==> src/rtl/fifo_pkg.sv <==
// Shared defaults for the FIFO read-side packer.
package fifo_pkg;

    localparam int DEF_DATA_WIDTH = 8;
    localparam int DEF_PACK       = 4;

    typedef logic [DEF_DATA_WIDTH-1:0] lane_t;

endpackage

==> src/rtl/fifo_rd_packer.sv <==
// Pops FIFO words (1-cycle read latency) and packs PACK of them into
// one wide valid/ready beat; flush emits a partial beat with a keep mask.
module fifo_rd_packer
    import fifo_pkg::*;
#(
    parameter int DATA_WIDTH = DEF_DATA_WIDTH,
    parameter int PACK       = DEF_PACK
) (
    input  logic                       rclock,
    input  logic                       rreset,
    input  logic                       fifo_empty,
    input  logic [DATA_WIDTH-1:0]      fifo_dout,
    output logic                       fifo_r_en,
    input  logic                       flush,
    output logic [DATA_WIDTH*PACK-1:0] out_data,
    output logic [PACK-1:0]            out_keep,
    output logic                       out_valid,
    input  logic                       out_ready,
    output logic                       busy
);

    localparam int CW = $clog2(PACK + 1);

    logic [DATA_WIDTH-1:0]      acc [PACK];
    logic [CW-1:0]              acc_cnt;
    logic                       rd_pend;
    logic                       flush_pend;
    logic                       full;
    logic                       flush_fire;
    logic                       xfer;
    logic                       space;
    logic [DATA_WIDTH*PACK-1:0] pack_data;
    logic [PACK-1:0]            pack_keep;

    always_comb begin
        full       = (acc_cnt == CW'(PACK));
        flush_fire = flush_pend && (acc_cnt != '0) && !rd_pend;
        xfer       = (full || flush_fire) && (!out_valid || out_ready);
        space      = (int'(acc_cnt) + int'(rd_pend)) < PACK;
        fifo_r_en  = rreset && !fifo_empty && !flush_pend
                     && (space || (xfer && full));
        busy       = (acc_cnt != '0) || rd_pend || flush_pend || out_valid;
    end

    // Lanes above the fill level may hold stale words; mask them out.
    always_comb begin
        pack_data = '0;
        pack_keep = '0;
        for (int i = 0; i < PACK; i++) begin
            pack_keep[i] = (i < int'(acc_cnt));
            if (pack_keep[i]) begin
                pack_data[i*DATA_WIDTH +: DATA_WIDTH] = acc[i];
            end
        end
    end

    always_ff @(posedge rclock or negedge rreset) begin
        if (!rreset) begin
            for (int i = 0; i < PACK; i++) begin
                acc[i] <= '0;
            end
            acc_cnt <= '0;
            rd_pend <= 1'b0;
        end else begin
            rd_pend <= fifo_r_en;
            if (rd_pend) begin
                if (xfer) begin
                    acc[0]  <= fifo_dout;
                    acc_cnt <= CW'(1);
                end else begin
                    for (int i = 0; i < PACK; i++) begin
                        if (i == int'(acc_cnt)) begin
                            acc[i] <= fifo_dout;
                        end
                    end
                    acc_cnt <= acc_cnt + CW'(1);
                end
            end else if (xfer) begin
                acc_cnt <= '0;
            end
        end
    end

    // An empty flush (nothing held or in flight) retires after one cycle.
    always_ff @(posedge rclock or negedge rreset) begin
        if (!rreset) begin
            flush_pend <= 1'b0;
        end else if ((xfer && flush_fire)
                     || (flush_pend && acc_cnt == '0 && !rd_pend)) begin
            flush_pend <= 1'b0;
        end else if (flush) begin
            flush_pend <= 1'b1;
        end
    end

    always_ff @(posedge rclock or negedge rreset) begin
        if (!rreset) begin
            out_data  <= '0;
            out_keep  <= '0;
            out_valid <= 1'b0;
        end else if (xfer) begin
            out_data  <= pack_data;
            out_keep  <= pack_keep;
            out_valid <= 1'b1;
        end else if (out_ready) begin
            out_valid <= 1'b0;
        end
    end

endmodule

==> config.mk <==
export PLATFORM = sky130hd
export DESIGN_NAME = fifo_rd_packer
export DESIGN_NICKNAME = d
export VERILOG_FILES = /design/src/rtl/fifo_pkg.sv /design/src/rtl/fifo_rd_packer.sv
export SDC_FILE = /design/constraint.sdc
export NUM_CORES = 1
export LEC_CHECK = 0
export ABC_AREA = 0
export CORE_UTILIZATION = 23
export CTS_CLUSTER_DIAMETER = 40
export DETAILED_ROUTE_END_ITERATION = 16
export GPL_TIMING_DRIVEN = 0
export PLACE_DENSITY_LB_ADDON = 0.08
export SYNTH_ARGS = -nofsm -noshare
export SYNTH_HDL_FRONTEND = slang
export SYNTH_SLANG_ARGS = --single-unit
==> constraint.sdc <==
create_clock -name rclock -period 2.1 [get_ports rclock]
set_input_delay 0.21 -clock rclock [delete_from_list [all_inputs] [get_ports rclock]]
set_output_delay 0.21 -clock rclock [all_outputs]
set_load 0.005 [all_outputs]
==> impl_metrics.ini, run 1 <==
[setup_path]
slowest_delay_ns = 0.41
crit_end = busy
slowest_stage = dfrtp_2
critPathLaunch = acc_cnt[1]
worst-path-max-fanout = 7
critPathKind = reg -> out
cp-end-kind = output pin
rr_worst_depth = 7
r2r_start = acc_cnt[1]
worstPathRequired_ns = 1.89
timing.rr.end = out_data[12]
crit_path_cell_trace = inv_1 -> ha_4 -> nand2b_1 -> or4_1 -> dlygate4sd2_1
worst-r2r-setup-slack_ns = 0.18
worstPathArrival_ns = 1.78
critPathLaunchType = flop

[place]
io_buffer_count = 51
gp_congestion = 0.736
dp_hpwl_mm = 4.92

[global_route]
grt_use_met3 = 0.0421
use_met2 = 0.181
busiest_layer = met2
grt_pass1_vias = 2142
grt_usage = 0.118
grt_max_degree = 66
grt_pass1_wl_mm = 12.2
antenna_found_initial = 0
overflow = 0
grt_use_met1 = 0.159

[final_layout]
drive_above_1_share = 0.208
final_util = 0.324
area_delta_synth_final_pct = 36.4
diodes = 0
fillers = 1382
num-nets-final = 345

[synth]
synth_compound_area_frac = 0.0273
synth_fa_ha_area_frac = 0.0197
synth.largest_area_cell = dfrtp_1
synth.distinct_cells = 29
synth-simple-area-share = 0.0727
ys_top_cells_by_area = dfrtp_1 58%, mux2_2 11%, mux2i_1 10%
netlist_instances = 258
synth_top_family_by_area = multiplexers
synth_warnings = 0
syn_area_mm2 = 0.00317
syn_nets = 276
synth_edf_count = 0
synth_xor_area_frac = 0
synth_top_area_frac = 0.585
synth.area.mux_share = 0.232
yosysSeqAreaShare = 0.585
synthArstFlopShare = 1.00
synthTopCellsByCount = 74 x dfrtp_1, 37 x nand2_1, 35 x inv_1
synth_most_common_cell = dfrtp_1
syn_area_per_cell_um2 = 12.3
synth_flop_cell = dfrtp_1
yosys_register_bits = 74

[power_and_ir_drop]
p_leak_uw = 0.00188
powerDensity_mw_per_mm2 = 1360
pwr-share-clk = 0.268
p_int_uw = 4090
pwr-share-seq = 0.382
comb_power_share = 0.350
p_switching_uw = 1780
ir_drop_uv = 493
switching_share = 0.303

[detailed_routing]
wire_per_inst_um = 15.5
drc = 0
ant_nets = 0
first_pass_iters = 4
route.vias.total = 2032
vias_per_cell = 4.01
drtIter0Drc = 62
wl_mm = 7.84

[job]
max_cap_violations = 0

[die]
num_rows = 42
die_area_mm2 = 0.0142
ios = 52
dieHeight_um = 119
core_mm2 = 0.0133
start_util = 0.237
die_x_um = 119

[sta]
report.final.slew_viol_count = 0
worst_pin_slew_ns = 0.559
min_period_ns = 1.99
skew_ns = 0.00585
fmax_mhz = 503
rsz0062_at_grt = false
finalCritPeriodShare = 0.947
slew_headroom = 0.627
timing.hold.ws_ns = 0.429
hold_violations = 0
finalSetupViolations = 0

[worst_hold_path]
hold_path_class = in -> async

[clock_tree]
cts_tree = built
cts_made_buffers = 9
clk_latency_ns = 0.33
cts.htree.levels = 3
cts_buffer_depth = 2
cts.sinks = 74
clk_pin_slew_worst_paths_ns = 0.06
root_buffer = clkbuf_16

[run_status]
status = complete, no violations
-- cell families (layout without fill, tap and decap cells) --
| group | Yosys count | count (layout) |
|---|---|---|
| adder cells (fa/ha/maj) | 5 | 5 |
| buffers and inverters | 46 | 119 |
| multiplexers | 69 | 69 |
| AO/OA/AOI/OAI | 12 | 12 |
| AND/OR/NAND/NOR | 52 | 52 |
| flip-flops | 74 | 74 |
-- per-layer routing --
layer | wire length [um] | part of all wire | vias to the layer above
met2 | 3620 | 0.46 | 52
met1 | 3830 | 0.49 | 995
met5 | 0 | 0 | -
li1 | - | - | 983
met3 | 356 | 0.045 | 2
met4 | 29 | 0.0037 | 0
-- final cells by class --
| class | count | area [um2] | share of cell area |
|---|---|---|---|
| Buffer | 11 | 75.1 | 0.0174 |
| Clock buffer | 13 | 270 | 0.0626 |
| Clock inverter | 2 | 35.0 | 0.00811 |
| Inverter | 35 | 131 | 0.0304 |
| Multi-Input combinational cell | 138 | 1130 | 0.262 |
| Sequential cell | 74 | 1850 | 0.429 |
| Tap cell | 176 | 220 | 0.0510 |
| Timing Repair Buffer | 58 | 601 | 0.139 |
-- sequential cells by signal, indices dropped and copies added, names as in the netlist --
name and count:
out_valid 1, acc 32, out_data 32, rd_pend 1, acc_cnt 3, flush_pend 1
out_keep 4
-- stage by stage --
stage | setup WS [ns] | power, uW | TNS (ns) | std cells | area [um2]
after floorplan | 0.166 | 3440 | 0 | 258 | 3170
after global placement | -2.59 | 4280 | -163.88 | 485 | 3900
after global routing | 0.0165 | 6270 | 0 | 507 | 4320
final | 0.110 | 5870 | 0 | 507 | 4320
after CTS | 0.0458 | 5980 | 0 | 506 | 4290
after detailed placement | -0.128 | 4290 | -3.21 | 486 | 3920
-- power by group through the flow --
stage	clock, uW	combinational [uW]	sequential (uW)
2_1_floorplan	0	1220	2210
3_3_place_gp	0	2000	2270
3_5_place_dp	0	2020	2270
4_1_cts	1640	2100	2250
5_1_grt	1700	2260	2310
6_report	1570	2060	2240
-- worst min path at each step --
stage / depth (start not counted) / end / slack, ns
CTS: 3 / flush_pend / 0.43
floorplan: 0 / acc[0] / -0.09
finish: 3 / out_data[14] / 0.43
detailed placement: 1 / out_data[20] / 0.06
global route: 3 / flush_pend / 0.44
global placement: 1 / out_keep[2] / 0.47
-- critical path, delay by kind of cell (launching register included) --
| kind | cells | cell delay, ns |
|---|---|---|
| simple gates | 2 | 0.45 |
| flops | 1 | 0.41 |
| buf+inv | 2 | 0.40 |
| fa+ha+maj | 1 | 0.19 |
-- layout by cell type (no fill, tap or decap), drive strengths merged --
master and n:
a21oi 5, inv 35, o22ai 1, nor2 3, a221o 1, a21o 1
dlygate4sd3 2, clkdlybuf4s50 48, nand2 37, a31oi 2, buf 13, nor4b 1
or2 2, clkbuf 17, mux2 36, nor2b 2, ha 5, bufinv 1
nand2b 3, or3b 1, dfrtp 74, clkinv 1, o211a 1, nand3 1
or4 1, mux2i 33, dlygate4sd2 2, a211oi 1, or3 1
-- what timing repair did --
item,4_1_cts,5_1_grt
cloned,0,1
pin swaps,1,1
setup buffers,3,0
resized for setup,10,2
endpoints found under the setup margin,38,9
hold buffers,2,0
endpoints found under the hold margin,10,0
Note: power is estimated with default switching activity, not from simulation.
==> inputs of run 2 (changes only) <==
--- a/config.mk
+++ b/config.mk
@@ -5,10 +5,12 @@
 export SDC_FILE = /design/constraint.sdc
 export NUM_CORES = 1
 export LEC_CHECK = 0
-export ABC_AREA = 0
+export ABC_AREA = 1
 export CORE_UTILIZATION = 23
 export CTS_CLUSTER_DIAMETER = 40
+export CTS_CLUSTER_SIZE = 24
 export DETAILED_ROUTE_END_ITERATION = 16
+export GPL_ROUTABILITY_DRIVEN = 1
 export GPL_TIMING_DRIVEN = 0
 export PLACE_DENSITY_LB_ADDON = 0.08
 export SYNTH_ARGS = -nofsm -noshare
==> impl_metrics.ini, run 2 <==
[sta]
worst_pin_slew_ns = 0.830
skew_ns = 0.00561
fmax_mhz = 509
finalCritPeriodShare = 0.936
rsz0062_at_grt = false
slew_headroom = 0.445
report.final.slew_viol_count = 0
hold_violations = 0
timing.hold.ws_ns = 0.415
min_period_ns = 1.96
tns_ns = 0
finalSetupViolations = 0

[power_and_ir_drop]
comb_power_share = 0.346
switching_share = 0.331
p_leak_uw = 0.00211
powerDensity_mw_per_mm2 = 1440
p_int_uw = 4130
p_switching_uw = 2040
ir_drop_uv = 374
pwr-share-seq = 0.359
finalPower_uw = 6170
pwr-share-clk = 0.295

[synth]
yosysSeqAreaShare = 0.598
synth_warnings = 0
synth.largest_area_cell = dfrtp_1
synth_flop_cell = dfrtp_1
synth_edf_count = 0
syn_area_per_cell_um2 = 9.47
synth.distinct_cells = 21
ys_top_cells_by_area = dfrtp_1 60%, nand2_1 17%, o21ai_1 3.7%
syn_area_mm2 = 0.00310
synthArstFlopShare = 1.00
synthTopCellsByCount = 144 x nand2_1, 74 x dfrtp_1, 23 x o21ai_1
yosys_register_bits = 74
netlist_instances = 327
syn_nets = 345
synth_top_area_frac = 0.598
synth_most_common_cell = nand2_1

[die]
die_x_um = 118
num_rows = 42
core_mm2 = 0.0132
die_area_mm2 = 0.0139
dieHeight_um = 118
start_util = 0.235
ios = 52

[final_layout]
drive_above_1_share = 0.132
diodes = 0
reg.largest.list = acc (32), out_data (32), out_keep (4)
area_delta_synth_final_pct = 38.3
final_common_cell = nand2_1
num-nets-final = 414
stdcell_area_mm2 = 0.00428
most-common-layout-cells = 143 x nand2_1, 72 x dfrtp_1, 49 x clkdlybuf4s50_1
fillers = 1395

[run_status]
status = complete, no violations

[worst_hold_path]
hold_path_class = in -> async

[place]
io_buffer_count = 51
gp_congestion = 0.732
placed_cell_area_mm2 = 0.00385
dp_hpwl_mm = 5.56

[setup_path]
cp-end-kind = output pin
critPathLaunchType = flop
slowest_delay_ns = 0.48
rr_worst_depth = 9
crit_path_cell_trace = inv_2 -> ha_4 -> nand2_4 -> inv_1 -> nand3_1 -> clkdlybuf4s50_1
slowest_stage = clkdlybuf4s50_1
worst-path-max-fanout = 5
critPathKind = reg -> out
worstPathArrival_ns = 1.75
worstPathRequired_ns = 1.89

[clock_tree]
clk_pin_slew_worst_paths_ns = 0.06
root_buffer = clkbuf_16
clk_latency_ns = 0.33
cts.htree.levels = 3
cts_buffer_depth = 2
cts.sinks = 74
cts_made_buffers = 9
cts_tree = built

[global_route]
grt_usage = 0.130
grt_pass1_vias = 2430
antenna_found_initial = 0
grt_max_degree = 58
grt_pass1_wl_mm = 13.5
overflow = 0

[detailed_routing]
wl_mm = 8.24
ant_nets = 0
drc = 0
drtIter0Drc = 123
wire_per_inst_um = 14.3
first_pass_iters = 4
vias_per_cell = 3.99
route.vias.total = 2304

[job]
max_cap_violations = 0
==> run 2: cell families (layout without fill, tap and decap cells) <==
family | count (synthesis) | in the layout | synth area share
fa+ha+maj | 5 | 5 | 0.0202
flops | 74 | 74 | 0.598
buf+inv | 32 | 106 | 0.0602
simple gates | 171 | 171 | 0.240
compound gates | 45 | 45 | 0.0820
==> run 2: final timing paths <==
path                       startpoint          end  slack, ns
max                        acc_cnt[0]         busy       0.14
min                            rreset  out_keep[0]       0.42
max reg2reg                acc_cnt[1]       acc[6]       0.50
min reg2reg                   acc[17]  out_data[9]       0.47
max in group asynchronous      rreset      acc[25]       0.49
min in group rclock           acc[17]  out_data[9]       0.47
==> run 2: layout make-up <==
class	instances	area, um2	area share
flip-flops and latches	74	1850	0.433
multi-input cells	221	1080	0.251
repair buffers	58	588	0.137
clock buffers	12	256	0.0599
well taps	176	220	0.0514
plain buffers	10	103	0.0239
clock inverters	4	97.6	0.0228
inverters	22	87.6	0.0204
==> run 2: metal layers <==
metal,global-route usage,routed length (um),up-vias,share of wire
met4,0.0433,110,0,0.013
met1,0.173,3970,1084,0.48
met2,0.204,3880,41,0.47
met5,0,0,-,0
met3,0.0349,280,11,0.034
li1,-,-,1168,-
==> run 2: power groups by stage <==
stage | combinational (uW) | clock [uW] | sequential, uW
2_1_floorplan | 1260 | 0 | 2190
3_3_place_gp | 2080 | 0 | 2240
5_1_grt | 2400 | 1930 | 2280
6_report | 2130 | 1820 | 2210
3_5_place_dp | 2090 | 0 | 2240
4_1_cts | 2140 | 1870 | 2220
==> run 2: what timing repair did <==
item                                    4_1_cts  5_1_grt
hold endpoints to repair                     18       56
pin swaps                                     0        1
setup buffers                                 0        4
endpoints found under the setup margin        2        2
hold buffers                                  1        1
gates resized for setup                       7        4
==> run 2: stage by stage <==
| step | utilization | instances | setup slack [ns] |
|---|---|---|---|
| finish | 0.325 | 577 | 0.135 |
| global route | 0.325 | 577 | 0.0318 |
| CTS | 0.321 | 572 | -0.0509 |
| detailed placement | 0.292 | 555 | -0.0438 |
| global placement | 0.290 | 554 | -2.53 |
| floorplan | - | 327 | 0.505 |
==> run 2: worst max-delay path, delay by kind of cell (launching register included) <==
family                     cells  cell delay, ns
adders and majority gates      1            0.18
buffers and inverters          3            0.65
DFF                            1            0.42
and+or+nand+nor                2            0.18
==> inputs of run 3 (changes only) <==
--- a/config.mk
+++ b/config.mk
@@ -5,8 +5,9 @@
 export SDC_FILE = /design/constraint.sdc
 export NUM_CORES = 1
 export LEC_CHECK = 0
-export ABC_AREA = 1
-export CORE_UTILIZATION = 23
+export ABC_AREA = 0
+export CORE_MARGIN = 2
+export CORE_UTILIZATION = 45
 export CTS_CLUSTER_DIAMETER = 40
 export CTS_CLUSTER_SIZE = 24
 export DETAILED_ROUTE_END_ITERATION = 16
==> impl_metrics.ini, run 3 (synthesized netlist as in run 1, its figures left out) <==
[sta]
slew_headroom = 0.667
finalSetupViolations = 0
finalCritPeriodShare = 0.934
hold_violations = 0
rsz0062_at_grt = false
min_period_ns = 1.96
setup_ws_ns = 0.139
timing.hold.ws_ns = 0.308
report.final.slew_viol_count = 0
skew_ns = 0.00847
worst_pin_slew_ns = 0.499
fmax_mhz = 510

[job]
max_cap_violations = 0

[global_route]
grt_usage = 0.181
busiest_layer = met2
use_met2 = 0.278
overflow = 0
antenna_found_initial = 0
grt_pass1_wl_mm = 10.2
grt_max_degree = 54
grt_use_met3 = 0.0452
grt_use_met1 = 0.253
grt_pass1_vias = 2034

[final_layout]
num-nets-final = 342
diodes = 0
reg.largest.list = acc (32), out_data (32), out_keep (4)
layout.cells.non_filler = 424
final_common_cell = dfrtp_1
fillers = 608
area_delta_synth_final_pct = 29.1
most-common-layout-cells = 72 x dfrtp_1, 48 x clkdlybuf4s50_1, 37 x nand2_1
drive_above_1_share = 0.204

[detailed_routing]
wire_per_inst_um = 14.7
first_pass_iters = 4
drc = 0
route.vias.total = 2027
wl_mm = 6.21
ant_nets = 0
vias_per_cell = 4.78
drtIter0Drc = 67

[setup_path]
worstPathRequired_ns = 1.89
crit_path_cell_trace = buf_2 -> a31oi_1 -> a31oi_1 -> nor4b_2 -> dlygate4sd2_1
critPathLaunchType = flop
critPathKind = reg -> out
cp-end-kind = output pin
crit_top_cell = a31oi_1
slowest_stage = dfrtp_1
worst-path-max-fanout = 10
slowest_delay_ns = 0.41
worstPathArrival_ns = 1.75
worst-r2r-setup-slack_ns = 0.19

[run_status]
status = complete, no violations

[place]
io_buffer_count = 51
dp_hpwl_mm = 4.12
gp_congestion = 0.815
dp_slack_ns = -0.0899
dp.cells = 406

[clock_tree]
cts_buffer_depth = 2
clk_pin_slew_worst_paths_ns = 0.07
cts_made_buffers = 9
cts_tree = built
clk_latency_ns = 0.33
cts.sinks = 74
root_buffer = clkbuf_8
cts.htree.levels = 3

[power_and_ir_drop]
p_leak_uw = 0.00182
ir_drop_uv = 579
finalPower_uw = 5430
powerDensity_mw_per_mm2 = 1330

[die]
die_x_um = 87.9
num_rows = 30
core_mm2 = 0.00679
die_area_mm2 = 0.00773
dieHeight_um = 87.9
ios = 52
start_util = 0.466

[worst_hold_path]
hold_path_class = in -> async
-- run 3: changes by cell type in the layout (fill, tap and decap cells not counted), moves of 4 or more --
cell	before	now
clkbuf_16	9	0
clkbuf_8	2	11
inv_1	19	33
mux2_1	0	4
mux2_2	0	32
mux2i_1	0	33
nand2_1	143	37
nand2_2	4	0
nand3_1	12	1
o21ai_0	13	0
o21ai_1	23	0
o21ai_2	4	0
-- run 3: report_power, final --
| group | internal [uW] | switching (uW) | leakage (uW) | total, uW |
|---|---|---|---|---|
| sequential | 1950 | 280 | 0.000944 | 2230 |
| combinational | 1120 | 857 | 0.000766 | 1970 |
| clock | 730 | 495 | 0.000110 | 1220 |
-- run 3: repair_timing --
item,in CTS,in global routing
buffers inserted,3,0
gates resized for setup,9,2
hold buffers,1,0
endpoints found under the hold margin,21,0
pin swaps,1,0
setup endpoints to repair,33,8
-- run 3: area by class of cell --
cell class,instances,area [um2],area share
repair buffers,56,566,0.138
inverters,35,131,0.0321
flip-flops and latches,74,1850,0.453
clock inverters,2,60.1,0.0147
plain buffers,10,67.6,0.0165
multi-input cells,138,1130,0.277
well taps,96,120,0.0294
clock buffers,13,159,0.0388
-- run 3: final timing paths --
path                           endpoint         from  cells after the start
max                           fifo_r_en      rd_pend                      5
min                         out_keep[2]       rreset                      2
max reg2reg                out_data[12]   acc_cnt[0]                      7
min reg2reg                 out_keep[3]  out_keep[3]                      1
max in group asynchronous    acc_cnt[1]       rreset                      3
min in group rclock          flush_pend        flush                      3
-- run 3: per-layer routing --
metal / up-vias / share of wire
met5: - / 0
li1: 971 / -
met3: 7 / 0.033
met4: 0 / 0.012
met1: 1015 / 0.49
met2: 34 / 0.47
-- run 3: per-stage QoR --
step                      setup TNS (ns)  utilization  cell area, um2
after CTS                              0        0.602            4090
after global routing                   0        0.602            4090
after detailed placement           -1.93        0.563            3820
after global placement           -141.03        0.559            3800
final                                  0        0.602            4090
after floorplan                        0            -            3170
-- run 3: worst max-delay path, delay by kind of cell, from the launching register on --
family | cells | cell delay, ns
compound gates | 2 | 0.25
buf+inv | 2 | 0.46
flops | 1 | 0.41
simple gates | 1 | 0.29
